$ cat config.mk
export PLATFORM = sky130hd
export DESIGN_NAME = operand_sequencer
export DESIGN_NICKNAME = d
export VERILOG_FILES = /design/src/rtl/operand_sequencer.sv
export SDC_FILE = /design/constraint.sdc
export NUM_CORES = 1
export LEC_CHECK = 0
export BUFFER_PORTS_ARGS = -buffer_cell sky130_fd_sc_hd__buf_2
export CORE_AREA = 2 2 102 104
export CTS_CLUSTER_SIZE = 8
export DETAILED_ROUTE_END_ITERATION = 10
export DIE_AREA = 0 0 104 106
export PLACE_DENSITY = 0.75
export RECOVER_POWER = 25
export SYNTH_ARGS = -nofsm -noshare
export SYNTH_HDL_FRONTEND = slang
export SYNTH_SLANG_ARGS = --single-unit
$ cat constraint.sdc
create_clock -name clock -period 3.5 [get_ports clock]
set_clock_uncertainty 0.1 [all_clocks]
set_input_delay 0.7 -clock clock [delete_from_list [all_inputs] [get_ports clock]]
set_output_delay 0.7 -clock clock [all_outputs]
set_load 0.03 [all_outputs]
$ cat src/rtl/operand_sequencer.sv
// operand_sequencer: pulls two operands from a first-word-fall-through FIFO,
// hands them to an external adder, and pushes the adder result into an
// output FIFO. One pair is in flight at a time; the minimum pair period is
// five cycles (LOAD_A, LOAD_B, ISSUE, WAIT, ACK).
module operand_sequencer #(
  parameter int DATA_WIDTH = 32
) (
  input  logic                  clock,
  input  logic                  reset,
  // input FIFO (first-word-fall-through)
  input  logic                  in_empty,
  input  logic [DATA_WIDTH-1:0] in_dout,
  output logic                  in_rd_en,
  // adder interface
  output logic [DATA_WIDTH-1:0] addend1,
  output logic [DATA_WIDTH-1:0] addend2,
  output logic                  data_available,
  input  logic [DATA_WIDTH-1:0] sum,
  input  logic                  complete,
  output logic                  res_rd_en,
  // output FIFO
  input  logic                  out_full,
  output logic                  out_wr_en,
  output logic [DATA_WIDTH-1:0] out_din,
  // status
  output logic                  busy,
  output logic [15:0]           pair_count
);

  typedef enum logic [2:0] {
    LOAD_A = 3'd0,
    LOAD_B = 3'd1,
    ISSUE  = 3'd2,
    WAIT   = 3'd3,
    ACK    = 3'd4
  } state_t;

  state_t                r_state;
  state_t                w_state_next;
  logic [DATA_WIDTH-1:0] r_addend1;
  logic [DATA_WIDTH-1:0] r_addend2;
  logic [15:0]           r_pair_count;

  logic                  w_load_a;
  logic                  w_load_b;
  logic                  w_issue;
  logic                  w_retire;
  logic                  w_busy;

  // State register; an asynchronous reset drops any half-loaded or
  // in-flight pair and restarts the fetch from LOAD_A.
  always_ff @(posedge clock or posedge reset) begin
    if (reset) begin
      r_state <= LOAD_A;
    end else begin
      r_state <= w_state_next;
    end
  end

  // Next-state and strobe decode; every strobe is a pure function of the
  // current state and the FIFO/adder handshake inputs.
  always_comb begin
    w_state_next = r_state;
    w_load_a     = 1'b0;
    w_load_b     = 1'b0;
    w_issue      = 1'b0;
    w_retire     = 1'b0;
    w_busy       = 1'b1;
    case (r_state)
      LOAD_A: begin
        w_busy = 1'b0;
        if (!in_empty) begin
          w_load_a     = 1'b1;
          w_state_next = LOAD_B;
        end
      end
      LOAD_B: begin
        if (!in_empty) begin
          w_load_b     = 1'b1;
          w_state_next = ISSUE;
        end
      end
      ISSUE: begin
        w_issue      = 1'b1;
        w_state_next = WAIT;
      end
      WAIT: begin
        // The result stays in the adder until the output FIFO has room;
        // the write and the adder acknowledge happen in the same cycle.
        if (complete && !out_full) begin
          w_retire     = 1'b1;
          w_state_next = ACK;
        end
      end
      ACK: begin
        // One quiet cycle so the adder can drop complete before the next pair.
        w_state_next = LOAD_A;
      end
      default: begin
        w_state_next = LOAD_A;
      end
    endcase
  end

  // Operand registers; each captures the FIFO head on its pop cycle.
  always_ff @(posedge clock or posedge reset) begin
    if (reset) begin
      r_addend1 <= '0;
      r_addend2 <= '0;
    end else begin
      if (w_load_a) begin
        r_addend1 <= in_dout;
      end
      if (w_load_b) begin
        r_addend2 <= in_dout;
      end
    end
  end

  // Count of results pushed to the output FIFO; wraps silently at 16 bits.
  always_ff @(posedge clock or posedge reset) begin
    if (reset) begin
      r_pair_count <= 16'h0000;
    end else if (w_retire) begin
      r_pair_count <= r_pair_count + 16'h0001;
    end
  end

  assign in_rd_en       = w_load_a | w_load_b;
  assign addend1        = r_addend1;
  assign addend2        = r_addend2;
  assign data_available = w_issue;
  assign res_rd_en      = w_retire;
  assign out_wr_en      = w_retire;
  assign out_din        = sum;
  assign busy           = w_busy;
  assign pair_count     = r_pair_count;

endmodule
==> reports/metrics.cfg, run 1 <==
[run_status]
status = finished, violations left
violations = max-capacitance violations, max-slew violations

[clock_tree]
cts_tree = yes
ctsResizeCount = 0
cts-root-buf = clkbuf_8
cts_htree_levels = 3
cts_buffers = 9
insertion_delay_ns = 0.33
holdBufCountCts = 0
cts_max_path_buffers = 2
path_clk_slew_ns = 0.07
cts_sinks = 83
post_cts_buffers = 0

[floorplan]
io_pins = 186
die_w_microns = 104
initial_core_util_pct = 35.77
chipHeight_microns = 106
rows = 37
core_area_sq_um = 10000
dieArea_sq_um = 11020

[synthesis]
syn_area_sq_um = 3577
synth_area_leaders = dfrtp_1 (58%), mux2_2 (19%), buf_4 (8.2%)
synth.distinct_cells = 31
async_flop_share_pct = 100.0
yosys_warnings = 0
synthMuxAreaShare_pct = 20.15
synth_compound_area_share_pct = 0.5946
synth-simple-area-share_pct = 7.905
syn-mean-instance-area_sq_um = 14.08
syn_nets = 324
synthAdderAreaFrac_pct = 0.3498
synth_edf_count = 0
synthFlopType = dfrtp_1
synth_xor_area_share_pct = 3.673
synth_top_cell_area_share_pct = 58.06
seq_area_frac_synth_pct = 58.06
synth_top_cell_by_area = dfrtp_1
synth-seq-cells = 83
synth_top_family_by_area = multiplexers
netlist_instances = 254

[timing]
post-route-min-period_ns = 2.657
fin_crit_sh_pct = 75.92
fmax_ghz = 0.3763
worst_slew_pin_slew_ns = 1.673
holdWs_ns = 0.3696
report.final.slew_viol_count = 40
fin_tns_setup_ns = 0
hold_violations = 0
rsz0062_at_grt = no
relSlewSlack_pct = -12.12
setup_viol = 0

[worst_setup_path]
required_ns = 2.70
crit_slowest_cell = dfrtp_1
critical_path.max_stage_delay_ns = 0.58
crit_chain = and3b_4 -> nand2_1 -> inv_1 -> buf_2
crit_type = flop to primary output
start_kind = flop
worst-path-max-fanout = 11
worstSetupEndpointType = primary output
cp.arrival_ns = 1.86

[cells_and_area]
final_common_cell = buf_2
syn_to_final_growth_pct = 19.24
diodes = 0
final_layout_size_suffix_gt1_share_pct = 58.07
final_cell_mix = buf_2 (121), dfrtp_1 (83), mux2_2 (59)
num-fill-cells = 981
final_cell_area_sq_um = 4265
seq_area_sq_um = 2077
utilization_pct = 42.66
nNetsFinal = 420
multi_input_area_sq_um = 1172

[placed_design]
dp_hpwl_microns = 4930
io_buffers = 121
gp_congestion = 0.7368
placed_area_sq_um = 4101

[worst_hold_path]
hold_path_class = flop to flop

[grt]
antenna_found_initial = 0
grtUsageTotal_pct = 12.86
grt_max_degree = 46
grt_pass1_vias = 2330
grt-ovfl-total = 0
grt_pass1_wl_microns = 11420

[power]
cellPowerDensity_nw_per_um2 = 995.6
irDropWorstVdd_uv = 365.4
power_leakage_nw = 2.065
finalPower_mw = 4.247

[route]
drt_pass1_iterations = 4
ant_nets = 0
vias = 2228
vias_per_cell = 4.556
routedWlPerCell_microns = 13.59
drcViolationCount = 0
dr.first_iter.drc_count = 66
routed_wirelength_microns = 6645

[run]
drv_cap = 1

==> power by group <==
| part | total [mW] | leakage (nW) | internal [mW] | switching [mW] |
|---|---|---|---|---|
| clock | 0.644 | 0.0950 | 0.340 | 0.305 |
| combinational | 1.99 | 0.973 | 0.720 | 1.27 |
| sequential | 1.61 | 0.997 | 1.37 | 0.242 |
| total | 4.25 | 2.06 | 2.43 | 1.81 |
==> critical path: cells and delay by family, from the launching register on <==
kind                   cells  cell delay (ns)
flip-flops                 1             0.58
AND/OR/NAND/NOR            2             0.48
buffers and inverters      2             0.46
==> synth_stat cells (2+ instances only) <==
cell type / number
nand4_1: 4
nand3b_1: 2
mux2_1: 5
inv_1: 6
nor2_1: 5
buf_4: 39
xor2_1: 7
xnor2_1: 8
nor3_1: 7
nand2_1: 7
mux2_2: 59
dfrtp_1: 83
nor4_4: 2
nand3_1: 3
==> per-stage QoR <==
step / setup WS (ns) / std cells
after floorplan: 0.5632 / 254
after global placement: 1.040 / 475
after detailed placement: 1.027 / 475
after CTS: 0.9192 / 489
after global routing: 0.4414 / 489
final: 0.8427 / 489
==> metal layers <==
layer | part of all wire, % | global-route usage, % | vias to the layer above
li1 | - | - | 1028
met1 | 42 | 15.23 | 1101
met2 | 50 | 21.71 | 92
met3 | 7.6 | 4.905 | 7
met4 | 1.1 | 4.054 | 0
met5 | 0 | 0 | -
==> area by class of cell <==
class	instances	share of cell area, %
tap	136	3.989
clock inverter	3	0.9387
sequential	83	48.69
inverter	6	0.5573
clock buffer	11	3.315
multi-input combinational	124	27.49
timing repair buffer	126	15.02
==> worst paths after layout <==
path	from	endpoint	slack (ns)	cells after the start
worst min-delay path	pair_count[15]	pair_count[15]	0.37	1
worst max-delay path	r_state[1]	res_rd_en	0.84	4
min in group asynchronous	reset	addend2[1]	0.67	2
worst max register to register	r_state[1]	pair_count[6]	1.71	5
max in group asynchronous	reset	addend1[24]	0.89	3
worst min register to register	pair_count[15]	pair_count[15]	0.37	1
==> logic make-up (layout without fill, tap and decap cells) <==
kind of cell	count (synthesis)	count (layout)
AO/OA/AOI/OAI	3	3
XOR/XNOR	15	15
adder cells (fa/ha/maj)	1	1
buffers and inverters	47	146
flip-flops	83	83
multiplexers	64	64
AND/OR/NAND/NOR	41	41
==> flip-flops by register name, indices dropped and copies added, names as in the netlist <==
register,flops
addend1,32
addend2,32
pair_count,16
r_state,3
(Power assumes the default switching activity.)
==> run 2: changes to the inputs <==
--- a/config.mk
+++ b/config.mk
@@ -5,12 +5,13 @@
 export SDC_FILE = /design/constraint.sdc
 export NUM_CORES = 1
 export LEC_CHECK = 0
+export ABC_AREA = 1
 export BUFFER_PORTS_ARGS = -buffer_cell sky130_fd_sc_hd__buf_2
-export CORE_AREA = 2 2 102 104
+export CORE_AREA = 2 2 105 107
 export CTS_CLUSTER_SIZE = 8
 export DETAILED_ROUTE_END_ITERATION = 10
-export DIE_AREA = 0 0 104 106
-export PLACE_DENSITY = 0.75
+export DIE_AREA = 0 0 107 109
+export PLACE_DENSITY = 0.77
 export RECOVER_POWER = 25
 export SYNTH_ARGS = -nofsm -noshare
 export SYNTH_HDL_FRONTEND = slang
==> constraint.sdc (replaced) <==
create_clock -name clock -period 2.35 [get_ports clock]
set_clock_uncertainty 0.1 [all_clocks]
set_input_delay 0.47 -clock clock [delete_from_list [all_inputs] [get_ports clock]]
set_output_delay 0.47 -clock clock [all_outputs]
set_load 0.03 [all_outputs]
==> run 2 against run 1 <==
Net effect: area after synthesis rose by 5.8%; sequential share of layout area shrank 2.0 points; clock-buffer cell count shrank 1; largest cell class unchanged; non-clock buffer count fell by 1; register-to-register slack lost 1.0 ns; the flow now finishes without violations; via count rose by 29%; critical path depth increased by 1; synthesized cell count grew 63%; hold slack got worse by 0.14 ns.
==> reports/metrics.cfg, run 2 <==
[timing]
fin_tns_setup_ns = 0
report.final.slew_viol_count = 0
hold_violations = 0
fmax_ghz = 0.4778
rsz0062_at_grt = no
post-route-min-period_ns = 2.093
relSlewSlack_pct = 24.90
setup_viol = 0
worst_slew_pin_slew_ns = 1.126
fin_crit_sh_pct = 89.07
layout_setup_ws_ns = 0.2570
holdWs_ns = 0.2267

[floorplan]
core_area_sq_um = 10600
chipHeight_microns = 109
rows = 38
dieArea_sq_um = 11660
die_w_microns = 107
io_pins = 186
initial_core_util_pct = 35.70

[clock_tree]
cts_max_path_buffers = 2
insertion_delay_ns = 0.34
cts-root-buf = clkbuf_8
holdBufCountCts = 0
cts_buffers = 9
path_clk_slew_ns = 0.08
ctsResizeCount = 0
post_cts_buffers = 0
cts_tree = yes
cts_htree_levels = 3
cts_sinks = 83

[grt]
grt_max_degree = 84
grtUsageTotal_pct = 13.48
grt_pass1_vias = 2693
grt_pass1_wl_microns = 12410
antenna_found_initial = 0
grt-ovfl-total = 0

[worst_setup_path]
crit_slowest_cell = dfrtp_1
required_ns = 1.78
worstSetupEndpointType = primary output
cp.arrival_ns = 1.52
crit_type = flop to primary output
crit_chain = nand2_2 -> nor2_4 -> nand2_4 -> clkinv_2 -> buf_2
critical_path.max_stage_delay_ns = 0.45
start_kind = flop
cp.buffers_inverters = 2
worst-path-max-fanout = 10
critPathTopFamily = flip-flops

[synthesis]
synth.most_common_cell = nand2_1
synth.distinct_cells = 26
synth_common_cells = nand2_1 (109), dfrtp_1 (83), inv_1 (53)
seq_area_frac_synth_pct = 54.88
syn_area_sq_um = 3785
synth-seq-cells = 83
synthFlopType = dfrtp_1
syn-mean-instance-area_sq_um = 9.164
synth_edf_count = 0
async_flop_share_pct = 100.0
synth_area_leaders = dfrtp_1 (55%), nand2_1 (11%), buf_4 (7.3%)
syn_nets = 483
synth_top_cell_by_area = dfrtp_1
synth_top_cell_area_share_pct = 54.88
netlist_instances = 413
yosys_warnings = 0

[cells_and_area]
final_cell_mix = buf_2 (120), nand2_1 (109), dfrtp_1 (83)
final_layout_size_suffix_gt1_share_pct = 33.79
diodes = 0
final_common_cell = buf_2
nNetsFinal = 572
final_cell_area_sq_um = 4452
syn_to_final_growth_pct = 17.62

[power]
cellPowerDensity_nw_per_um2 = 1395
finalPower_mw = 6.209
power_leakage_nw = 2.465
irDropWorstVdd_uv = 534.4

[route]
routedWlPerCell_microns = 11.74
vias = 2879
dr.first_iter.drc_count = 173
vias_per_cell = 4.457
drcViolationCount = 0
drt_pass1_iterations = 4
routed_wirelength_microns = 7584
ant_nets = 0

[placed_design]
io_buffers = 121
gp_congestion = 0.7982
placed_area_sq_um = 4250
dp_hpwl_microns = 5486
dp_slack_ns = 0.5449

[run]
drv_cap = 0

[worst_hold_path]
hold_path_class = input pin to flop

[run_status]
status = finished clean

[run 2: final timing paths]
check	start	end	slack, ns	cells after the start
min in group asynchronous	reset	addend2[20]	0.39	3
worst min-delay path	in_empty	r_state[0]	0.23	2
worst max-delay path	r_state[1]	res_rd_en	0.26	5
worst max register to register	r_state[2]	addend1[21]	0.66	7
worst min register to register	addend2[18]	addend2[18]	0.38	2
max in group asynchronous	reset	addend1[19]	1.00	3
[run 2: routing by layer]
layer	global-route usage (%)	part of all wire, %	vias to the layer above
li1	-	-	1415
met1	16.50	45	1349
met2	21.43	46	91
met3	3.407	6.1	24
met4	8.349	3.0	0
met5	0	0	-
[run 2: power breakdown]
part	internal, mW	switching (mW)	total [mW]
combinational	0.778	2.00	2.78
sequential	1.99	0.324	2.31
clock	0.618	0.494	1.11
[run 2: cells by family after synthesis]
group / count (synthesis) / synth area share, %
simple gates: 152 / 17.06
buf+inv: 102 / 15.04
flops: 83 / 54.88
compound gates: 66 / 10.61
xor+xnor: 9 / 2.082
fa+ha+maj: 1 / 0.3305
[run 2: through the flow]
step / std cells / util (%)
after CTS: 646 / 42.12
final: 646 / 41.99
after detailed placement: 631 / 40.09
after global placement: 631 / 40.09
after global routing: 646 / 41.99
after floorplan: 413 / -
[run 2: area by class of cell]
type,instances,area [sq um]
clock buffers,10,137.6
repair buffers,125,634.4
well taps,140,175.2
fillers,1054,6151
flip-flops and latches,83,2077
inverters,55,211.5
clock inverters,5,77.57
multi-input cells,228,1139
==> run 3: changes to the inputs <==
--- a/config.mk
+++ b/config.mk
@@ -5,13 +5,12 @@
 export SDC_FILE = /design/constraint.sdc
 export NUM_CORES = 1
 export LEC_CHECK = 0
-export ABC_AREA = 1
 export BUFFER_PORTS_ARGS = -buffer_cell sky130_fd_sc_hd__buf_2
-export CORE_AREA = 2 2 105 107
+export CORE_AREA = 2 2 130 82
 export CTS_CLUSTER_SIZE = 8
 export DETAILED_ROUTE_END_ITERATION = 10
-export DIE_AREA = 0 0 107 109
-export PLACE_DENSITY = 0.77
+export DIE_AREA = 0 0 132 84
+export PLACE_DENSITY = 0.78
 export RECOVER_POWER = 25
 export SYNTH_ARGS = -nofsm -noshare
 export SYNTH_HDL_FRONTEND = slang
==> run 3 against run 2 <==
Net effect: flip-flop and latch count is the same; setup slack lost 0.079 ns; hold slack improved by 0.022 ns; fmax down 3.6%; via count fell by 21%; register-to-register slack worse by 0.07 ns; total power grew 11%; sequential power rose by 6%; design area down 0.70%; critical path depth decreased by 1; critical endpoint is now out_wr_en; highest routed layer unchanged.
==> reports/metrics.cfg, run 3 (synthesis gave the netlist of run 1 again) <==
[run_status]
status = finished clean

[worst_setup_path]
required_ns = 1.78
critPathTopFamily = flip-flops
cp.arrival_ns = 1.60
crit_chain = and2b_1 -> nand2_2 -> inv_2 -> buf_2
worst-path-max-fanout = 8
cp.buffers_inverters = 2
crit_slowest_cell = dfrtp_1
start_kind = flop
crit_type = flop to primary output
critical_path.max_stage_delay_ns = 0.47
worstSetupEndpointType = primary output

[clock_tree]
insertion_delay_ns = 0.33
cts_htree_levels = 3
path_clk_slew_ns = 0.06
cts-root-buf = clkbuf_16
post_cts_buffers = 0
cts_max_path_buffers = 2
holdBufCountCts = 0
ctsResizeCount = 1
cts_buffers = 9
cts_sinks = 83
cts_tree = yes

[power]
finalPower_mw = 6.868
cellPowerDensity_nw_per_um2 = 1554
power_leakage_nw = 2.117
irDropWorstVdd_uv = 729.3

[grt]
grt_max_degree = 46
grtUsageTotal_pct = 13.67
grt-ovfl-total = 0
grt_pass1_vias = 2364
antenna_found_initial = 0
grt_pass1_wl_microns = 12000

[timing]
relSlewSlack_pct = 26.29
fin_tns_setup_ns = 0
post-route-min-period_ns = 2.172
worst_slew_pin_slew_ns = 1.100
fmax_ghz = 0.4605
hold_violations = 0
report.final.slew_viol_count = 0
setup_viol = 0
layout_setup_ws_ns = 0.1784
fin_crit_sh_pct = 92.41
rsz0062_at_grt = no

[placed_design]
dp_slack_ns = 0.3326
gp_congestion = 0.7677
io_buffers = 121
dp_hpwl_microns = 5345

[floorplan]
io_pins = 186
core_area_sq_um = 10050
die_w_microns = 132
initial_core_util_pct = 35.59
dieArea_sq_um = 11090
rows = 29
chipHeight_microns = 84

[cells_and_area]
final_common_cell = buf_2
final_cell_mix = buf_2 (121), dfrtp_1 (81), mux2_2 (59)
diodes = 0
utilization_pct = 43.98
syn_to_final_growth_pct = 23.57
final_layout_size_suffix_gt1_share_pct = 59.15
nNetsFinal = 422

[run]
drv_cap = 0

[route]
dr.first_iter.drc_count = 59
vias_per_cell = 4.595
routed_wirelength_microns = 7177
drcViolationCount = 0
vias = 2270
ant_nets = 0
routedWlPerCell_microns = 14.53
drt_pass1_iterations = 3

[worst_hold_path]
hold_path_class = input pin to async pin

run 3: changes by cell type in the layout (fill, tap and decap cells not counted), moves of 4 or more:
cell	previous run	this run
clkbuf_8	10	0
o21ai_0	42	1
clkbuf_16	0	9
mux2_1	0	5
o21ai_2	19	0
nand2_1	109	7
xnor2_1	4	8
nor2_1	19	5
nor3_1	2	7
o21ai_1	4	0
mux2_2	0	59
inv_1	52	4
run 3: power breakdown:
part	switching, mW	total, mW	internal (mW)
clock	0.529	1.44	0.915
sequential	0.388	2.44	2.05
combinational	1.90	2.98	1.08
total	2.82	6.87	4.05
run 3: cell type report:
type	count	area, sq um
Clock buffer	9	225.2
Clock inverter	5	80.08
Fill cell	931	5630
Inverter	6	23.77
Multi-Input combinational cell	124	1175
Sequential cell	83	2079
Tap cell	139	173.9
Timing Repair Buffer	128	663.1
run 3: layer usage:
layer	share of wire (%)	up-vias	global-route usage (%)
met5	0	-	0
met4	1.2	0	3.953
met3	8.8	14	6.132
met2	47	101	21.59
met1	43	1118	16.96
li1	-	1037	-
run 3: worst reg2reg max path: stages (launching register included):
cell	delay, ns
dfrtp_1	0.47
nand2b_1	0.21
nor3_4	0.16
buf_4	0.30
mux2_2	0.39
run 3: stage by stage:
step                hold WS, ns  instance area (sq um)  instances
floorplan                0.4498                   3581        254
global placement         0.3520                   4123        480
detailed placement       0.3566                   4123        480
CTS                     0.09280                   4429        494
global route             0.2726                   4420        494
finish                   0.2484                   4420        494
run 3: final timing paths:
check	slack [ns]	end	cells past startpoint	startpoint
min	0.25	addend2[15]	2	reset
min reg2reg	0.36	pair_count[15]	1	pair_count[15]
min in group clock	0.27	addend2[25]	2	in_dout[25]
max	0.18	out_wr_en	4	r_state[2]
max in group asynchronous	0.96	addend2[20]	3	reset
max reg2reg	0.59	addend2[3]	4	r_state[2]
